File: src/rtl/multicycle_control_fsm.sv
// Multi-cycle main control for the RISC-V subset core: latches the fetched word and
// sequences FETCH/DECODE/EXEC/MEM/WB, driving datapath enables and the ALUOp/Funct pair.
module multicycle_control_fsm (
  input  logic        clk,
  input  logic        reset,
  input  logic [31:0] instruction,
  input  logic        instr_valid,
  input  logic        mem_ready,
  output logic [1:0]  ALUOp,
  output logic [3:0]  Funct,
  output logic        IRWrite,
  output logic        ALUSrc,
  output logic        Branch,
  output logic        MemRead,
  output logic        MemWrite,
  output logic        MemtoReg,
  output logic        RegWrite,
  output logic        PCWrite,
  output logic        illegal,
  output logic        busy
);

  typedef enum logic [2:0] {
    S_FETCH  = 3'd0,
    S_DECODE = 3'd1,
    S_EXEC   = 3'd2,
    S_MEM    = 3'd3,
    S_WB     = 3'd4
  } state_t;

  state_t      state_q, state_d;
  logic [31:0] ir_q;

  logic is_r, is_i, is_ld, is_sd, is_br, legal;
  logic [1:0] aluop_ir;
  logic [3:0] funct_ir;

  always_comb begin
    is_r  = (ir_q[6:0] == 7'b0110011);
    is_i  = (ir_q[6:0] == 7'b0010011);
    is_ld = (ir_q[6:0] == 7'b0000011);
    is_sd = (ir_q[6:0] == 7'b0100011);
    is_br = (ir_q[6:0] == 7'b1100011);
    legal = is_r | is_i | is_ld | is_sd | is_br;
    aluop_ir = is_r ? 2'b10 : (is_br ? 2'b01 : 2'b00);
    funct_ir = {ir_q[30], ir_q[14:12]};
  end

  // Fields not consumed by this decoder; the full word is still latched.
  logic unused_ir;
  assign unused_ir = ^{ir_q[31], ir_q[29:15], ir_q[11:7]};

  always_ff @(posedge clk) begin
    if (reset) begin
      state_q <= S_FETCH;
      ir_q    <= '0;
    end else begin
      state_q <= state_d;
      if (state_q == S_FETCH && instr_valid) ir_q <= instruction;
    end
  end

  always_comb begin
    state_d = state_q;
    case (state_q)
      S_FETCH:  if (instr_valid) state_d = S_DECODE;
      S_DECODE: state_d = legal ? S_EXEC : S_FETCH;
      S_EXEC: begin
        if (is_br)                state_d = S_FETCH;
        else if (is_ld || is_sd)  state_d = S_MEM;
        else                      state_d = S_WB;
      end
      S_MEM:    if (mem_ready) state_d = is_ld ? S_WB : S_FETCH;
      S_WB:     state_d = S_FETCH;
      default:  state_d = S_FETCH;
    endcase
  end

  // Outputs are forced low while reset is held so an aborted instruction
  // produces no further enables or PC update.
  always_comb begin
    ALUOp    = 2'b00;
    Funct    = 4'b0000;
    IRWrite  = 1'b0;
    ALUSrc   = 1'b0;
    Branch   = 1'b0;
    MemRead  = 1'b0;
    MemWrite = 1'b0;
    MemtoReg = 1'b0;
    RegWrite = 1'b0;
    PCWrite  = 1'b0;
    illegal  = 1'b0;
    busy     = 1'b0;
    if (!reset) begin
      busy = (state_q != S_FETCH);
      if (state_q != S_FETCH) begin
        ALUOp = aluop_ir;
        Funct = funct_ir;
      end
      case (state_q)
        S_FETCH: IRWrite = instr_valid;
        S_DECODE: begin
          illegal = ~legal;
          PCWrite = ~legal;
        end
        S_EXEC: begin
          ALUSrc  = is_i | is_ld | is_sd;
          Branch  = is_br;
          PCWrite = is_br;
        end
        S_MEM: begin
          // Address operand kept selected while the memory request is outstanding.
          ALUOp    = 2'b00;
          ALUSrc   = 1'b1;
          MemRead  = is_ld;
          MemWrite = is_sd;
          PCWrite  = is_sd & mem_ready;
        end
        S_WB: begin
          RegWrite = 1'b1;
          PCWrite  = 1'b1;
          MemtoReg = is_ld;
        end
        default: ;
      endcase
    end
  end

endmodule

File: config.mk
export PLATFORM = sky130hd
export DESIGN_NAME = multicycle_control_fsm
export DESIGN_NICKNAME = d
export VERILOG_FILES = /design/src/rtl/multicycle_control_fsm.sv
export SDC_FILE = /design/constraint.sdc
export NUM_CORES = 1
export LEC_CHECK = 0
export CAP_MARGIN = 5
export CELL_PAD_IN_SITES_DETAIL_PLACEMENT = 1
export CELL_PAD_IN_SITES_GLOBAL_PLACEMENT = 1
export CORE_MARGIN = 2
export CORE_UTILIZATION = 24
export CTS_CLUSTER_SIZE = 25
export DETAILED_ROUTE_END_ITERATION = 6
export GPL_TIMING_DRIVEN = 0
export PLACE_DENSITY_LB_ADDON = 0.15
export SLEW_MARGIN = 20
export SYNTH_ARGS = -nofsm -noshare
export SYNTH_HDL_FRONTEND = slang
export SYNTH_SLANG_ARGS = --single-unit
File: constraint.sdc
create_clock -name clk -period 2.4 [get_ports clk]
set_input_delay 0.24 -clock clk [delete_from_list [all_inputs] [get_ports clk]]
set_output_delay 0.24 -clock clk [all_outputs]
set_load 0.005 [all_outputs]
==> results of run 1 <==
-- cell families (layout without fill, tap and decap cells) --
family                 after synthesis  in the layout  synth area share
buffers and inverters                9             41            0.0472
AO/OA/AOI/OAI                       23             23             0.171
flip-flops                          14             14             0.365
AND/OR/NAND/NOR                     61             61             0.406
XOR/XNOR                             1              1            0.0114
-- worst register-to-register path, stage by stage (launching register included) --
cell and delay (ns):
dfxtp_1 0.32, nand4bb_1 0.17, buf_2 0.19, or4_1 0.49
a21oi_1 0.18, o21a_1 0.13
-- path summary, 6_finish.rpt --
path                                from    endpoint  slack [ns]  cells after the start
worst min-delay path            ir_q[14]    ir_q[14]        0.46                      2
worst max register to register   ir_q[3]  state_q[2]        0.87                      5
worst min register to register  ir_q[14]    ir_q[14]        0.46                      2
worst max-delay path               reset      Branch        0.17                      5
-- placed cells by master, fill, tap and decap left out, types with 2 or more instances in the layout --
cell,count
o21a_1,2
o21ai_0,3
a21oi_1,15
nor2_1,8
clkbuf_4,3
nand2_1,26
dfxtp_1,14
clkdlybuf4s50_1,29
nor4b_1,2
and2_1,5
clkbuf_2,3
nor4_1,4
nor2b_1,2
buf_2,2
clkbuf_1,2
nand2b_1,2
-- registers in the layout, summed over array words and instances (netlist names) --
register  count
state_q       3
ir_q         11
-- where the power goes --
part	leakage [nW]	switching, mW	internal (mW)	total, mW
logic	0.289	0.0408	0.0457	0.0865
registers	0.115	0.0108	0.244	0.255
clock network	0.0138	0.0696	0.0580	0.128
-- stage by stage --
step / setup WS [ns] / total power [mW]
final: 0.168 / 0.469
after global routing: 0.00821 / 0.504
after CTS: 0.00217 / 0.473
after detailed placement: 0.0452 / 0.345
after global placement: 0.0349 / 0.342
after floorplan: 0.954 / 0.298
-- per-layer routing --
metal	global-route usage	part of all wire	vias to the layer above	routed length (microns)
met1	0.171	0.47	404	1050
li1	-	-	434	-
met5	0	0	-	0
met3	0.0384	0.041	2	93
met4	0.0186	0.0035	0	8
met2	0.227	0.49	15	1110
-- repair_timing --
item,CTS,global route
gates resized for setup,1,13
setup buffers,0,0
setup endpoints to repair,1,7
-- area by class of cell --
type,instances,area [sq um]
Fill cell,399,1870
Multi-Input combinational cell,85,482
Timing Repair Buffer,30,303
Sequential cell,14,280
Tap cell,44,55.1
Buffer,7,32.5
Clock buffer,3,22.5
Inverter,1,3.75
==> impl_metrics.tcl, run 1 <==
set metrics [dict create \
    outcome "finished clean" \
    drc 0 \
    tns_ns 0 \
    yosysUniqueCellTypes 25 \
    num_rows 20 \
    path_common_cell "clkdlybuf4s50_1" \
    slew_headroom 0.713 \
    die_y_microns 60.6 \
    whs_ns 0.455 \
    netlist_instances 108 \
    cpMaxStageDelayCell "clkdlybuf4s50_1" \
    first_pass_iters 2 \
    rsz0062_at_grt "no" \
    min_period_ns 2.23 \
    hp-class "reg -> reg" \
    synth_top_area_frac 0.365 \
    slew_violations 0 \
    grt_use_total 0.133 \
    synth_edf_count 0 \
    cp_num_buf_inv 3 \
    antenna_found_initial 0 \
    cts_sinks 14 \
    cts_tree "done" \
    hold_viol 0 \
    ys_seq_area_frac 0.365 \
    vias 855 \
    fin_area_sq_mm 0.00118 \
    synthTopCellsByArea "dfxtp_1, nand2_1, a21oi_1, nor2_1, and2_1" \
    worst_slew_pin_slew_ns 0.430 \
    async_reset_ff_frac 0 \
    drive_above_1_share 0.100 \
    instances_no_fill 184 \
    avgViaCountPerCell 4.65 \
    fmax_mhz 448 \
    hpwlAfterDp_microns 1730 \
    placed_area_sq_mm 0.00112 \
    crit_chain "clkdlybuf4s50_1, clkbuf_1, nor2_2, nor4b_1, clkdlybuf4s50_1" \
    ys_ff_latch 14 \
    core_area_sq_mm 0.00305 \
    dr.first_iter.drc_count 11 \
    fin_util 0.386 \
    drtAntennaViolNets 0 \
    postCtsHoldBufs 0 \
    grt_pass1_wl_microns 3720 \
    crit_arrival_ns 1.99 \
    ir_drop_uv 295 \
    syn_area_sq_um 768 \
    clk_path_buf_depth 2 \
    grt_max_degree 11 \
    synth_top_area_cell "dfxtp_1" \
    slowest_delay_ns 0.55 \
    die-area_sq_mm 0.00367 \
    p_leak_nw 0.418 \
    place_inst 182 \
    grt_pass1_vias 851 \
    portBuffers 30 \
    start_kind "primary input" \
    numCtsBuffers 3 \
    gp_congestion 0.823 \
    synth_area_per_cell_sq_um 7.11 \
    cap_viol_max_count 0 \
    ys_top_cells_by_count "nand2_1, a21oi_1, dfxtp_1" \
    start_util 0.252 \
    drt-total-wl_microns 2260 \
    path_delay_family "buffers and inverters" \
    layout_worst_path_cycle_share 0.930 \
    clock_skew_ns 0.00237 \
    htree_num_levels 1 \
    overflow 0 \
    synth_warnings 0 \
    p_per_area_mw_per_mm2 398 \
    synth_fp_nets 144 \
    antennaDiodeCount 0 \
    wl_per_cell_microns 12.3 \
    synth_most_common_cell "nand2_1" \
    worstSetupPathType "in -> out" \
    path_max_fanout 10 \
    nNetsFinal 178 \
    clock_latency_ns 0.27 \
    area_growth_pct 53.4 \
    setup_viol 0 \
    boundaryPins 52 \
    synth_top_flop_cell "dfxtp_1" \
    die_w_microns 60.6 \
    cts.clk_slew.worst_paths_ns 0.08 \
    crit_path_end_kind "primary output" \
    required_ns 2.16 \
    cts-root-buf "clkbuf_4" \
]
Note: power is estimated with default switching activity, not from simulation.
==> run 2: changes to the inputs <==
CORE_MARGIN = not set   (was 2)
==> run 2 against run 1 <==
Against the previous run: clock skew is 0.0029 ns higher; clock power is 8% higher; sequential share of layout area is 0.15 points higher.
==> impl_metrics.tcl, run 2 (synthesized netlist as in run 1, its figures left out) <==
set metrics [dict create \
    required_ns 2.16 \
    gp_congestion 0.794 \
    drc 0 \
    mostFrequentLayoutCell "clkdlybuf4s50_1" \
    clock_latency_ns 0.28 \
    start_kind "flop" \
    nNetsFinal 177 \
    path_max_fanout 10 \
    grt_pass1_wl_microns 3640 \
    fillers 387 \
    tns_ns 0 \
    setup_viol 0 \
    first_pass_iters 3 \
    largest_register_ffs 11 \
    crit_chain "nand4bb_1, buf_2, or2_4, nor4b_2, clkdlybuf4s50_1" \
    wl_per_cell_microns 12.8 \
    clk_path_buf_depth 2 \
    slew_violations 0 \
    hp-class "reg -> reg" \
    worstSetupPathType "reg -> out" \
    grt_pass1_vias 777 \
    grt_use_total 0.142 \
    grt_max_degree 11 \
    start_util 0.252 \
    drtAntennaViolNets 0 \
    crit_path_end_kind "primary output" \
    cts_sinks 14 \
    die_y_microns 58.6 \
    p_leak_nw 0.395 \
    rsz0062_at_grt "no" \
    die-area_sq_mm 0.00343 \
    multi_input_area_sq_um 482 \
    largestRegisters "ir_q: 11 flops, state_q: 3 flops" \
    avgViaCountPerCell 4.81 \
    fmax_mhz 441 \
    min_period_ns 2.27 \
    clock_skew_ns 0.00524 \
    area_growth_pct 52.4 \
    worst_slew_pin_slew_ns 0.507 \
    num_rows 20 \
    postCtsHoldBufs 0 \
    antenna_found_initial 0 \
    max_flop_register "ir_q" \
    crit_arrival_ns 2.03 \
    slew_headroom 0.662 \
    die_w_microns 58.6 \
    cts-root-buf "clkbuf_4" \
    boundaryPins 52 \
    htree_num_levels 1 \
    p_per_area_mw_per_mm2 409 \
    drive_above_1_share 0.0935 \
    numCtsBuffers 3 \
    hold_viol 0 \
    place_inst 182 \
    core_area_sq_mm 0.00305 \
    vias 880 \
    seqCellArea_sq_um 280 \
    layout_worst_path_cycle_share 0.945 \
    hpwlAfterDp_microns 1670 \
    ir_drop_uv 200 \
    portBuffers 30 \
    cap_viol_max_count 0 \
    drt-total-wl_microns 2340 \
    slowest_delay_ns 0.54 \
    antennaDiodeCount 0 \
    outcome "finished clean" \
    cts.clk_slew.worst_paths_ns 0.08 \
    instances_no_fill 183 \
    cpMaxStageDelayCell "clkdlybuf4s50_1" \
    mostFrequentLayoutCells "clkdlybuf4s50_1, nand2_1, a21oi_1" \
    cts_tree "done" \
    overflow 0 \
    dr.first_iter.drc_count 13 \
]
-- run 2: area by class of cell --
| cell class | instances | area share |
|---|---|---|
| timing repair buffer | 30 | 0.256 |
| sequential | 14 | 0.239 |
| buffer | 6 | 0.0235 |
| tap | 44 | 0.0470 |
| inverter | 1 | 0.00321 |
| clock buffer | 3 | 0.0192 |
| multi-input combinational | 85 | 0.411 |
-- run 2: worst paths after layout --
| kind | depth (start not counted) | slack, ns | from | to |
|---|---|---|---|---|
| hold / removal | 2 | 0.46 | ir_q[14] | ir_q[14] |
| setup / recovery | 5 | 0.13 | ir_q[3] | MemtoReg |
| hold reg to reg | 2 | 0.46 | ir_q[14] | ir_q[14] |
| setup reg to reg | 5 | 0.92 | ir_q[3] | state_q[2] |
-- run 2: worst max-delay path, delay by kind of cell (launching register included) --
family                 cells  cell delay, ns
AND/OR/NAND/NOR            3            0.69
flip-flops                 1            0.32
buffers and inverters      2            0.73
-- run 2: repair_timing --
action,CTS,global route
pin swaps,0,0
setup endpoints to repair,1,6
resized for setup,2,9
cloned,0,0
buffers inserted,0,0
-- run 2: per-layer routing --
layer / share of wire / wire length (microns) / up-vias / GRT usage
li1: - / - / 434 / -
met4: 0.0098 / 23 / 0 / 0.0510
met5: 0 / 0 / - / 0
met2: 0.47 / 1090 / 17 / 0.215
met1: 0.47 / 1110 / 424 / 0.186
met3: 0.049 / 114 / 5 / 0.0527
-- run 2: report_power, final --
part | internal [mW] | total, mW | leakage [nW] | switching [mW]
sequential | 0.244 | 0.257 | 0.115 | 0.0128
combinational | 0.0451 | 0.0841 | 0.266 | 0.0390
clock | 0.0583 | 0.138 | 0.0138 | 0.0800
-- run 2: stage by stage --
stage	hold WS (ns)	worst slack (ns)	cell area (sq um)	util	power (mW)
3_3_place_gp	0.438	0.0203	1120	0.368	0.342
5_1_grt	0.477	0.00441	1170	0.384	0.506
3_5_place_dp	0.448	0.0140	1120	0.368	0.345
2_1_floorplan	0.376	0.954	768	-	0.298
6_report	0.456	0.131	1170	0.384	0.479
4_1_cts	0.460	0.00792	1150	0.378	0.488
